### src/rtl/x_rr_fifo_drain.sv
// Round-robin drain of NSRC FIFOs into one registered valid/ready stream, tagging each word with its source.
// Define X_RR_PKT_LOCK_EN to hold the grant on one source until a word with bit DW-1 (eop) set is popped.
module x_rr_fifo_drain #(
  parameter  int NSRC = 4,
  parameter  int DW   = 8,
  localparam int SW   = (NSRC > 1) ? $clog2(NSRC) : 1
) (
  input  logic               clk,
  input  logic               rstn,
  input  logic [NSRC-1:0]    src_empty_n,
  output logic [NSRC-1:0]    src_re,
  input  logic [NSRC*DW-1:0] src_dout,
  output logic               out_valid,
  input  logic               out_ready,
  output logic [DW-1:0]      out_data,
  output logic [SW-1:0]      out_src
);

  logic          r_valid;
  logic [DW-1:0] r_data;
  logic [SW-1:0] r_src;
  logic [SW-1:0] r_ptr;

  logic [DW-1:0] w_word [NSRC];
  logic [SW-1:0] w_gnt;
  logic          w_any_req;
  logic          w_load;
  logic          w_pop;

  function automatic logic [SW-1:0] f_wrap(input int v);
    return SW'((v >= NSRC) ? (v - NSRC) : v);
  endfunction

  generate
    for (genvar gi = 0; gi < NSRC; gi++) begin : g_word
      assign w_word[gi] = src_dout[gi*DW +: DW];
    end
  endgenerate

`ifdef X_RR_PKT_LOCK_EN
  typedef enum logic {S_IDLE, S_LOCK} state_t;
  state_t        r_state;
  logic [SW-1:0] r_lock_src;
  logic          w_eop;
`endif

  // Later assignments win, so iterating from the farthest offset down leaves ptr+1 as top priority.
  always_comb begin
    w_gnt     = '0;
    w_any_req = 1'b0;
    for (int i = NSRC; i >= 1; i--) begin
      if (src_empty_n[f_wrap(int'(r_ptr) + i)]) begin
        w_gnt     = f_wrap(int'(r_ptr) + i);
        w_any_req = 1'b1;
      end
    end
`ifdef X_RR_PKT_LOCK_EN
    if (r_state == S_LOCK) begin
      w_gnt     = r_lock_src;
      w_any_req = src_empty_n[r_lock_src];
    end
`endif
  end

  assign w_load = ~r_valid | out_ready;
  assign w_pop  = w_load & w_any_req;

  // Gated by rstn so no FIFO is popped while the whole pipeline is held in reset.
  generate
    for (genvar gi = 0; gi < NSRC; gi++) begin : g_re
      assign src_re[gi] = rstn & w_pop & (w_gnt == SW'(gi));
    end
  endgenerate

  always_ff @(posedge clk or negedge rstn) begin
    if (!rstn) begin
      r_valid <= 1'b0;
      r_data  <= '0;
      r_src   <= '0;
      r_ptr   <= SW'(NSRC - 1);
    end else if (w_pop) begin
      r_valid <= 1'b1;
      r_data  <= w_word[w_gnt];
      r_src   <= w_gnt;
      r_ptr   <= w_gnt;
    end else if (out_ready) begin
      r_valid <= 1'b0;
    end
  end

`ifdef X_RR_PKT_LOCK_EN
  assign w_eop = w_word[w_gnt][DW-1];

  always_ff @(posedge clk or negedge rstn) begin
    if (!rstn) begin
      r_state    <= S_IDLE;
      r_lock_src <= '0;
    end else if (w_pop) begin
      case (r_state)
        S_IDLE: begin
          if (!w_eop) begin
            r_state    <= S_LOCK;
            r_lock_src <= w_gnt;
          end
        end
        S_LOCK: begin
          if (w_eop) r_state <= S_IDLE;
        end
        default: r_state <= S_IDLE;
      endcase
    end
  end
`endif

  assign out_valid = r_valid;
  assign out_data  = r_data;
  assign out_src   = r_src;

endmodule

### config.mk
export PLATFORM = sky130hd
export DESIGN_NAME = x_rr_fifo_drain
export DESIGN_NICKNAME = d
export VERILOG_FILES = /design/src/rtl/x_rr_fifo_drain.sv
export SDC_FILE = /design/constraint.sdc
export NUM_CORES = 1
export LEC_CHECK = 0
export ABC_AREA = 1
export BUFFER_PORTS_ARGS = -buffer_cell sky130_fd_sc_hd__buf_4
export CORE_ASPECT_RATIO = 0.7
export CORE_MARGIN = 5
export CORE_UTILIZATION = 40
export DETAILED_ROUTE_END_ITERATION = 6
export PLACE_DENSITY_LB_ADDON = 0.25
export SYNTH_ARGS = -nofsm -noshare
export SYNTH_HDL_FRONTEND = slang
export SYNTH_SLANG_ARGS = --single-unit
export TNS_END_PERCENT = 20
### constraint.sdc
create_clock -name clk -period 4.4 [get_ports clk]
set_input_delay 0.66 -clock clk [delete_from_list [all_inputs] [get_ports clk]]
set_output_delay 0.66 -clock clk [all_outputs]
set_load 0.005 [all_outputs]
# Yosys cells after proc, flatten, opt, wreduce, memory -nomap -nowiden
# Cells that the tools add are included.
[classes]
n_addsub = 8
magnitude_cmp = 9
eq_ne = 3
mux = 25
n_bitwise = 9
n_reduce_logical = 2
[op_table]
columns = ["operator", "n"]
rows = [
  ["$bmux W8 S2", 1],
  ["$mux W2", 8],
  ["$mux W8", 2],
  ["$ge A3 B3 Y1 const B", 4],
  ["$lt A2 B3 Y1 const B", 4],
  ["$mux W1", 10],
  ["$bmux W1 S2", 4],
  ["$sub A2 B1 Y2 const B", 4],
  ["$add A2 B2 Y3 const B", 2],
  ["$and A1 B1 Y1", 6],
  ["$add A2 B3 Y4 const B", 1],
  ["$eq A2 B2 Y1 const B", 2],
  ["$ge A4 B3 Y1 const B", 1],
  ["$add A2 B1 Y3 const B", 1],
  ["$not A2 Y3", 1],
  ["$eq A2 B1 Y1 const B", 1],
  ["$logic_not A2 Y1", 1],
  ["$reduce_bool A2 Y1", 1],
  ["$not A1 Y1", 1],
  ["$or A1 B1 Y1", 1],
]
[totals]
reg_bits = 13
elab_cells = 60

# Logic depth before layout (Yosys ltp)
# Gate-level depths: netlist (run 1).
[logic_depth]
ltp_word = 13
depth_mapped = 17
depth_no_buf = 15

# Least setup slack after synthesis (run 1)
# OpenSTA, ideal clock, no wires.
[synth_path]
path_type = "input to output"
startpoint = "input port src_empty_n[1]"
endpoint = "output port src_re[1]"
arrival_time_ps = 1623
path_slack_ps = 2117
path_stages = 11
n_path_buf = 1
path_cell_list = "inv_1 > o21ai_2 > nand2_2 > nand2_2 > nand2_4 > nand2_4 > nand2_8 > nand2_4 > buf_6 > inv_2 > nor3_2"
[synth_via]
elab_chain_cells = 9
elab_cells_between_ends = 20
classes_between = "eq/ne (1); mux (16); bitwise (3)"
[synth_rtl]
columns = ["element", "line", "rtl"]
rows = [
  ["start, declared", "10", "input logic [NSRC-1:0] src_empty_n,"],
  ["$bmux W1 S2", "52", "if (src_empty_n[f_wrap(int'(r_ptr) + i)]) begin"],
  ["$mux W1 (implied by the code)", "52", ""],
  ["$mux W1 (4 in series)", "52", ""],
  ["$and A1 B1 Y1", "66", "assign w_pop = w_load & w_any_req;"],
  ["$and A1 B1 Y1", "71", "assign src_re[gi] = rstn & w_pop & (w_gnt == SW'(gi));"],
  ["$and A1 B1 Y1 (*)", "71", ""],
  ["end, declared", "11", "output logic [NSRC-1:0] src_re,"],
]
# Mark *: on every way between the ends. The rest lies on a longest branch, timed or not. The select of a mux whose other input is x is not followed.

# Worst setup path in the final report (run 1)
[layout_path]
startpoint = "register r_ptr[0]"
endpoint = "output port src_re[1]"
[layout_via]
elab_chain_cells = 12
elab_cells_between_ends = 36
classes_between = "add/sub (8); order compare (4); eq/ne (1); mux (20); bitwise (3)"
[layout_rtl]
columns = ["element", "line", "rtl"]
rows = [
  ["start, declared", "22", "logic [SW-1:0] r_ptr;"],
  ["start signal, assigned", "80", "r_ptr <= SW'(NSRC - 1);"],
  ["start signal, assigned", "85", "r_ptr <= w_gnt;"],
  ["$add A2 B3 Y4", "52, 53", ""],
  ["$ge A4 B3 Y1 / $sub A2 B1 Y2 (equally long branches)", "31", "return SW'((v >= NSRC) ? (v - NSRC) : v);"],
  ["$mux W2", "31", ""],
  ["$bmux W1 S2", "52", ""],
  ["$mux W1 (implied by the code)", "52", ""],
  ["$mux W1 (4 in series)", "52", ""],
  ["$and A1 B1 Y1", "66", ""],
  ["$and A1 B1 Y1", "71", ""],
  ["$and A1 B1 Y1 (*)", "71", ""],
]
# Marks and branches as above.

==> results of run 1 <==
-- cell type report --
class,instances,area (sq um)
Fill cell,318,1221
Sequential cell,13,327.8
Tap cell,36,45.04
Clock buffer,4,45.04
Timing Repair Buffer,54,405.4
Multi-Input combinational cell,142,703.2
Inverter,28,115.1
-- final timing paths --
kind / start / cells after the start / slack, ns / endpoint
max in group asynchronous: rstn / 1 / 3.91 / r_ptr[0]
min in group clk: out_src[0] / 2 / 0.48 / out_src[0]
min: rstn / 1 / 0.25 / out_data[6]
max: r_ptr[0] / 11 / 1.46 / src_re[1]
max reg2reg: r_ptr[0] / 13 / 2.32 / out_data[3]
min reg2reg: out_src[0] / 2 / 0.48 / out_src[0]
-- cell usage in the layout (no fill, tap or decap), types with 2 or more instances in the layout --
master / instances
inv_2: 4
nand2_2: 18
nor3_2: 2
inv_1: 22
dfstp_2: 2
nand3_1: 27
o21ai_1: 3
buf_4: 54
nand2_1: 79
clkbuf_8: 3
nor3_1: 2
dfrtp_1: 11
nand2_4: 3
-- cell families (layout without fill, tap and decap cells) --
group / after synthesis / after routing / synth area share (%)
DFF: 13 / 13 / 26.68
buffers and inverters: 37 / 86 / 16.09
and+or+nand+nor: 137 / 137 / 54.89
AOI/OAI and AO/OA: 5 / 5 / 2.342
-- metrics by stage --
step	util, %	cell area, sq um	hold slack (ns)	total power, uW	worst slack (ns)
2_1_floorplan	-	1229	0.3644	1115	2.117
3_3_place_gp	55.77	1597	0.4614	1271	1.679
3_5_place_dp	55.77	1597	0.4693	1291	1.650
4_1_cts	57.34	1642	0.2554	1398	1.451
5_1_grt	57.34	1642	0.2626	1550	1.286
6_report	57.34	1642	0.2542	1392	1.462
-- state kept, by name (all words and copies together) (netlist names) --
name,flops
out_src,2
r_ptr,2
out_valid,1
out_data,8
-- cell usage after synthesis (2+ instances only) --
| master | instances | area, sq um |
|---|---|---|
| dfrtp_1 | 11 | 275.3 |
| buf_4 | 4 | 30.03 |
| inv_2 | 4 | 15.01 |
| inv_1 | 22 | 82.58 |
| buf_2 | 2 | 10.01 |
| dfstp_2 | 2 | 52.55 |
| buf_6 | 2 | 22.52 |
| nand2_2 | 18 | 112.6 |
| nor3_2 | 2 | 20.02 |
| o21ai_1 | 3 | 15.01 |
| nand2_4 | 3 | 33.78 |
| nor3_1 | 2 | 10.01 |
| nand2_1 | 79 | 296.5 |
| nand3_1 | 27 | 135.1 |
-- power breakdown --
group	switching [uW]	internal, uW
Clock	38.8	63.7
Sequential	51.2	193
Combinational	657	388
-- metal layers --
metal | track usage (%) | share of wire, % | vias up
met1 | 22.34 | 51 | 541
li1 | - | - | 683
met3 | 3.834 | 6.8 | 4
met2 | 19.88 | 42 | 41
met4 | 4.489 | 0.85 | 0
met5 | 0 | 0 | -
-- worst max-delay path, delay by kind of cell (launching register included) --
family	cells	cell delay, ns
buffers and inverters	4	0.33
DFF	1	0.67
and+or+nand+nor	7	1.01
==> impl_metrics.yaml, run 1 <==
outcome:
  status: "completed"
detailed_routing:
  vias: 1269
  first_pass_iters: 4
  drc: 0
  post_drt_wl_per_cell_um: 11.48
  ant_nets: 0
  wl_um: 3181
  vias_per_cell: 4.581
  drt_iter0_markers: 68
timing:
  setup_viol: 0
  slew_viol_final: 0
  period_needed_ns: 2.938
  timing.fmax_mhz: 340.4
  relSlewSlack_pct: 79.73
  worstMarginPinSlew_ns: 0.3037
  rsz0062_at_grt: "false"
  fin_skew_ns: 0.002126
  timing.final.crit_share_pct: 66.77
  setup_tns_ns: 0
  hold_viol: 0
place:
  portBuffers: 53
  place_congestion: 0.8927
  dp.cells: 273
  dp_hpwl_um: 2667
clock_tree:
  cts_hold_buf: 0
  cts_buffers: 3
  cts.clk_slew.worst_paths_ns: 0.05
  cts_resized: 0
  cts_tree: "yes"
  clk_path_buf_depth: 2
  clk-insertion-delay-late_ns: 0.24
  ctsRootBufferMaster: "clkbuf_8"
  cts_sinks: 13
  htreeDepth: 1
  post-cts-setup-buffer-count: 0
synthesis:
  synth_edf_count: 0
  synth_seq_cells: 13
  synth_area_sq_um: 1229
  synth_nets: 231
  synthArstFlopShare_pct: 100.0
  yosysWarnings: 0
  yosysSeqAreaShare_pct: 26.68
  syn_avg_cell_area_sq_um: 6.399
  synth_cells: 192
  yosys.cell_types.count: 25
  synthFlopType: "dfrtp_1"
power:
  powerDensity_nw_per_um2: 848.1
  p_leak_uw: 0.0009827
  peakVddDrop_mv: 0.3734
floorplanning:
  start_util_pct: 42.92
  die_x_um: 76.25
  die_area_sq_um: 4298
  fp-row-count: 16
  coreArea_sq_um: 2863
  ios: 54
  chipHeight_um: 56.37
setup_path:
  slowest_delay_ns: 0.67
  crit_fanout: 20
  end_kind: "output pin"
  required_ns: 3.74
  crit_chain: "inv_8 -> nand2_1 -> nand3_1 -> nand2_1 -> inv_2 -> nand2_4 -> nand3_4 -> nand2_4 -> inv_2 -> nor3_2 -> buf_4"
  crit_arrival_ns: 2.28
  worstSetupPathType: "flip-flop to output pin"
  critPathSlowestCell: "dfstp_2"
  start_kind: "flip-flop"
layout:
  stdcell_count: 277
  layout-drive-gt1-share_pct: 38.59
  nets: 281
  n_antenna_cell: 0
  syn_to_final_growth_pct: 33.60
global_route:
  grt_pass1_wl_um: 5375
  grt_overflow: 0
  grt_max_degree: 21
  grt_util_all_layers_pct: 14.72
  grt_pass1_vias: 1190
  antenna_found_initial: 0
run:
  max_cap_viol_count: 0
hold_path:
  hp-class: "primary input to async pin"
Note: power is estimated with default switching activity, not from simulation.
==> inputs of run 2 (changes only) <==
==> constraint.sdc (replaced) <==
create_clock -name clk -period 2.7 [get_ports clk]
set_input_delay 0.405 -clock clk [delete_from_list [all_inputs] [get_ports clk]]
set_output_delay 0.405 -clock clk [all_outputs]
set_load 0.005 [all_outputs]
==> run 2 against run 1 <==
Compared with the run above: the run now ends with negative hold slack left; sequential cell count is the same; count of clock-buffer cells in the layout is the same; power grew 66%; critical path depth shrank 1; clock skew grew 0.0060 ns; cell count grew 0.36%; global-route usage shrank 0.26 points; setup slack lost 1.2 ns; critical endpoint is now src_re[0]; largest cell class unchanged.
==> impl_metrics.yaml, run 2 (synthesis gave the netlist of run 1 again) <==
outcome:
  status: "finished, violations left"
  violations: "negative hold slack"
floorplanning:
  die_area_sq_um: 4298
  ios: 54
  chipHeight_um: 56.37
  die_x_um: 76.25
  coreArea_sq_um: 2863
  fp-row-count: 16
  start_util_pct: 42.92
clock_tree:
  cts.clk_slew.worst_paths_ns: 0.06
  cts_buffers: 3
  htreeDepth: 1
  cts_sinks: 13
  clk_path_buf_depth: 2
  cts_hold_buf: 0
  clk-insertion-delay-late_ns: 0.24
  post-cts-setup-buffer-count: 0
  cts_tree: "yes"
  ctsRootBufferMaster: "clkbuf_8"
place:
  place_congestion: 0.8833
  portBuffers: 53
  dp_hpwl_um: 2655
  place_ws_ns: 0.4628
  dp.cells: 274
timing:
  slew_viol_final: 0
  hold_viol: 4
  hold-worst-slack_ns: -0.001737
  setup_tns_ns: 0
  setup_ws_ns: 0.2340
  period_needed_ns: 2.466
  fin_skew_ns: 0.008131
  timing.final.crit_share_pct: 91.33
  setup_viol: 0
  rsz0062_at_grt: "false"
  timing.fmax_mhz: 405.5
  relSlewSlack_pct: 83.75
  worstMarginPinSlew_ns: 0.2437
layout:
  largest_reg_flops: 8
  syn_to_final_growth_pct: 34.22
  layout_commonest_cell: "nand2_1"
  num-fill-cells: 278
  layout-drive-gt1-share_pct: 39.26
  final_cell_mix: "nand2_1 (79), buf_4 (55), nand3_1 (27)"
  stdcell_count: 278
  nets: 282
  n_antenna_cell: 0
detailed_routing:
  vias: 1290
  vias_per_cell: 4.640
  ant_nets: 0
  first_pass_iters: 4
  drt_iter0_markers: 44
  wl_um: 3220
  post_drt_wl_per_cell_um: 11.58
  drc: 0
power:
  powerDensity_nw_per_um2: 1405
  p_leak_uw: 0.0009867
  peakVddDrop_mv: 0.6915
global_route:
  antenna_found_initial: 0
  grt_util_all_layers_pct: 14.46
  grt_pass1_wl_um: 5161
  grt_max_degree: 18
  grt_overflow: 0
  grt_pass1_vias: 1111
setup_path:
  critPathSlowestCell: "dfstp_2"
  end_kind: "output pin"
  slowest_delay_ns: 0.65
  crit_fanout: 14
  worstSetupPathType: "flip-flop to output pin"
  start_kind: "flip-flop"
  crit_chain: "nand2_1 -> o21ai_2 -> nand2_2 -> nand2_2 -> nor2_1 -> nand4_1 -> and2_4 -> nand2_1 -> nor3_1 -> buf_4"
  crit_arrival_ns: 2.06
  reg2reg_depth: 14
  required_ns: 2.30
run:
  max_cap_viol_count: 0
hold_path:
  hp-class: "primary input to async pin"
-- run 2: cell count changes in the layout (fill, tap and decap cells not counted), sizes merged --
cell / previous run / this run
buf: 54 / 55
-- run 2: stage by stage --
stage                     hold slack [ns]  util, %  cell area, sq um  total power, uW
after floorplan                    0.1094        -              1229             1818
final                           -0.001737    57.60              1649             2318
after detailed placement           0.2627    56.03              1604             2137
after CTS                       0.0002771    57.60              1649             2319
after global placement             0.2607    56.03              1604             2120
after global routing             0.009398    57.60              1649             2540
-- run 2: worst max-delay path: cells and delay by family (launching register included) --
kind                   cells  cell delay [ns]
buffers and inverters      1             0.14
DFF                        1             0.65
AOI/OAI and AO/OA          1             0.09
and+or+nand+nor            8             0.93
-- run 2: cell type report --
type | count | area, sq um | share of cell area [%]
Clock buffer | 4 | 45.04 | 2.731
Inverter | 28 | 115.1 | 6.980
Multi-Input combinational cell | 142 | 703.2 | 42.64
Sequential cell | 13 | 327.8 | 19.88
Tap cell | 36 | 45.04 | 2.731
Timing Repair Buffer | 55 | 412.9 | 25.04
-- run 2: what timing repair did --
item | CTS | global route
gates resized for setup | 0 | 1
endpoints found under the hold margin | 0 | 0
endpoints found under the setup margin | 0 | 1
-- run 2: path summary, 6_finish.rpt --
path / start / end / slack (ns)
min reg2reg: out_src[1] / out_src[1] / 0.48
min: rstn / out_src[0] / -0.002
max in group asynchronous: rstn / r_ptr[1] / 2.47
max reg2reg: r_ptr[0] / out_data[2] / 0.50
min in group clk: out_ready / out_valid / 0.44
max: r_ptr[0] / src_re[0] / 0.23
-- run 2: routing by layer --
metal	up-vias	global-route usage [%]	part of all wire, %
met5	-	0	0
met4	0	5.237	0.53
met3	2	4.633	11
met2	57	19.39	41
met1	548	21.22	48
li1	683	-	-
-- run 2: power breakdown --
| group | switching (uW) | total [uW] | internal, uW |
|---|---|---|---|
| clock | 70.0 | 174 | 104 |
| combinational | 1090 | 1750 | 656 |
| sequential | 83.1 | 398 | 315 |
==> inputs of run 3 (changes only) <==
--- a/config.mk
+++ b/config.mk
@@ -11,7 +11,7 @@
 export CORE_MARGIN = 5
 export CORE_UTILIZATION = 40
 export DETAILED_ROUTE_END_ITERATION = 6
-export PLACE_DENSITY_LB_ADDON = 0.25
+export PLACE_DENSITY = 0.73
 export SYNTH_ARGS = -nofsm -noshare
 export SYNTH_HDL_FRONTEND = slang
 export SYNTH_SLANG_ARGS = --single-unit
==> run 3 against run 2 <==
Compared with the run above: the flow now finishes without violations; utilization grew 0.96 points; count of clock-buffer cells in the layout unchanged; hold slack better by 0.44 ns; final area increased by 1.7%; critical path type unchanged.
==> impl_metrics.yaml, run 3 (synthesis gave the netlist of run 1 again) <==
outcome:
  status: "completed"
setup_path:
  required_ns: 2.30
  critPathTopFamily: "simple AND/OR/NAND/NOR gates"
  worstSetupPathType: "flip-flop to output pin"
  start_kind: "flip-flop"
  crit_fanout: 18
  critPathSlowestCell: "dfstp_2"
  cp.buffers_inverters: 4
  crit_chain: "inv_8 -> nand2_1 -> nand3_2 -> nand2_1 -> inv_2 -> nand2_4 -> nand3_4 -> nand2_8 -> inv_2 -> nor3_2 -> buf_4"
  crit_arrival_ns: 2.17
  end_kind: "output pin"
  slowest_delay_ns: 0.66
clock_tree:
  cts_buffers: 3
  cts_tree: "yes"
  cts_sinks: 13
  clk-insertion-delay-late_ns: 0.24
  ctsRootBufferMaster: "clkbuf_8"
  cts.clk_slew.worst_paths_ns: 0.06
  htreeDepth: 1
  clk_path_buf_depth: 2
  post-cts-setup-buffer-count: 0
power:
  intPower_uw: 1084
  seq_power_share_pct: 16.6
  p_leak_uw: 0.0009943
  p_clk_share_pct: 7.4
  peakVddDrop_mv: 0.5761
  p_total_uw: 2367
  comb_power_share_pct: 76.1
  powerDensity_nw_per_um2: 1412
  p_sw_uw: 1283
  switching_share_pct: 54.21
global_route:
  met3_usage_pct: 3.834
  grt_overflow: 0
  grt.busiest_layer: "met1"
  met1_usage_pct: 23.81
  grt_util_all_layers_pct: 15.22
  grt_pass1_wl_um: 5430
  grt.met2_usage_pct: 19.51
  grt_pass1_vias: 1154
  antenna_found_initial: 0
  grt_max_degree: 21
layout:
  layout-drive-gt1-share_pct: 39.51
  stdcell_count: 279
  syn_to_final_growth_pct: 36.46
  layout_commonest_cell: "nand2_1"
  num-fill-cells: 293
  nets: 283
  n_antenna_cell: 0
  regArea_sq_um: 327.8
  final_cell_mix: "nand2_1 (79), buf_4 (54), nand3_1 (27)"
  multiInputGateArea_sq_um: 728.2
  largest_reg_flops: 8
timing:
  period_needed_ns: 2.576
  hold_viol: 0
  fin_skew_ns: 0.005691
  setup_tns_ns: 0
  setup_viol: 0
  timing.final.crit_share_pct: 95.42
  rsz0062_at_grt: "true"
  worstMarginPinSlew_ns: 0.2637
  timing.fmax_mhz: 388.2
  slew_viol_final: 0
  relSlewSlack_pct: 82.42
detailed_routing:
  ant_nets: 0
  drt_iter0_markers: 139
  first_pass_iters: 4
  post_drt_wl_per_cell_um: 11.78
  drc: 0
  vias: 1294
  wl_um: 3287
  vias_per_cell: 4.638
floorplanning:
  die_x_um: 76.25
  start_util_pct: 42.92
  fp-row-count: 16
  ios: 54
  die_area_sq_um: 4298
  chipHeight_um: 56.37
  coreArea_sq_um: 2863
place:
  portBuffers: 53
  dp_hpwl_um: 2601
  dp.cells: 273
  place_congestion: 0.8462
hold_path:
  hp-class: "primary input to flip-flop"
run:
  max_cap_viol_count: 0
-- run 3: changes by cell type in the layout (fill, tap and decap cells not counted) --
cell / before / now
buf_4: 55 / 54
dlygate4sd3_1: 0 / 1
nand2_8: 1 / 2
nor3_1: 2 / 1
nor3_2: 2 / 3
-- run 3: worst paths after layout --
path                          endpoint  cells past startpoint  startpoint  slack (ns)
max                          src_re[1]                     11    r_ptr[0]        0.12
min                          out_valid                      4   out_ready        0.44
max reg2reg                out_data[0]                     13    r_ptr[0]        0.63
min reg2reg                 out_src[1]                      2  out_src[1]        0.47
max in group asynchronous     r_ptr[0]                      2        rstn        1.92
min in group asynchronous   out_src[1]                      2        rstn        0.54
-- run 3: cell type report --
class,count,area share [%]
Clock buffer,4,2.687
Inverter,28,6.866
Multi-Input combinational cell,143,43.43
Sequential cell,13,19.55
Tap cell,36,2.687
Timing Repair Buffer,55,24.78
-- run 3: what timing repair did --
action / 4_1_cts / 5_1_grt
setup endpoints to repair: 0 / 4
hold buffers: 1 / 0
resized for setup: 0 / 3
hold endpoints to repair: 4 / 0
-- run 3: per-layer routing --
| metal | wire [um] | part of all wire (%) |
|---|---|---|
| met3 | 248 | 7.5 |
| met5 | 0 | 0 |
| met4 | 34 | 1.0 |
| met1 | 1693 | 52 |
| met2 | 1311 | 40 |
-- run 3: through the flow --
| step | util [%] | worst slack (ns) | hold WS, ns | instance area, sq um |
|---|---|---|---|---|
| 6_report | 58.57 | 0.1237 | 0.4411 | 1677 |
| 5_1_grt | 58.57 | -0.003020 | 0.4518 | 1677 |
| 4_1_cts | 57.69 | 0.006145 | 0.4376 | 1652 |
| 3_5_place_dp | 55.77 | 0.2733 | 0.2631 | 1597 |
| 3_3_place_gp | 55.77 | 0.3098 | 0.2613 | 1597 |
| 2_1_floorplan | - | 0.7198 | 0.1094 | 1229 |
-- run 3: worst register-to-register path: cells and delay by family, from the launching register on --
| family | cells | cell delay [ns] |
|---|---|---|
| simple gates | 11 | 1.18 |
| flops | 1 | 0.66 |
| buf+inv | 2 | 0.12 |
-- run 3: power by group through the flow --
stage / registers (uW) / clock network (uW) / logic, uW
detailed placement: 395 / 0 / 1710
global placement: 394 / 0 / 1690
global route: 404 / 187 / 2030
CTS: 392 / 179 / 1720
finish: 392 / 175 / 1800
floorplan: 375 / 0 / 1440
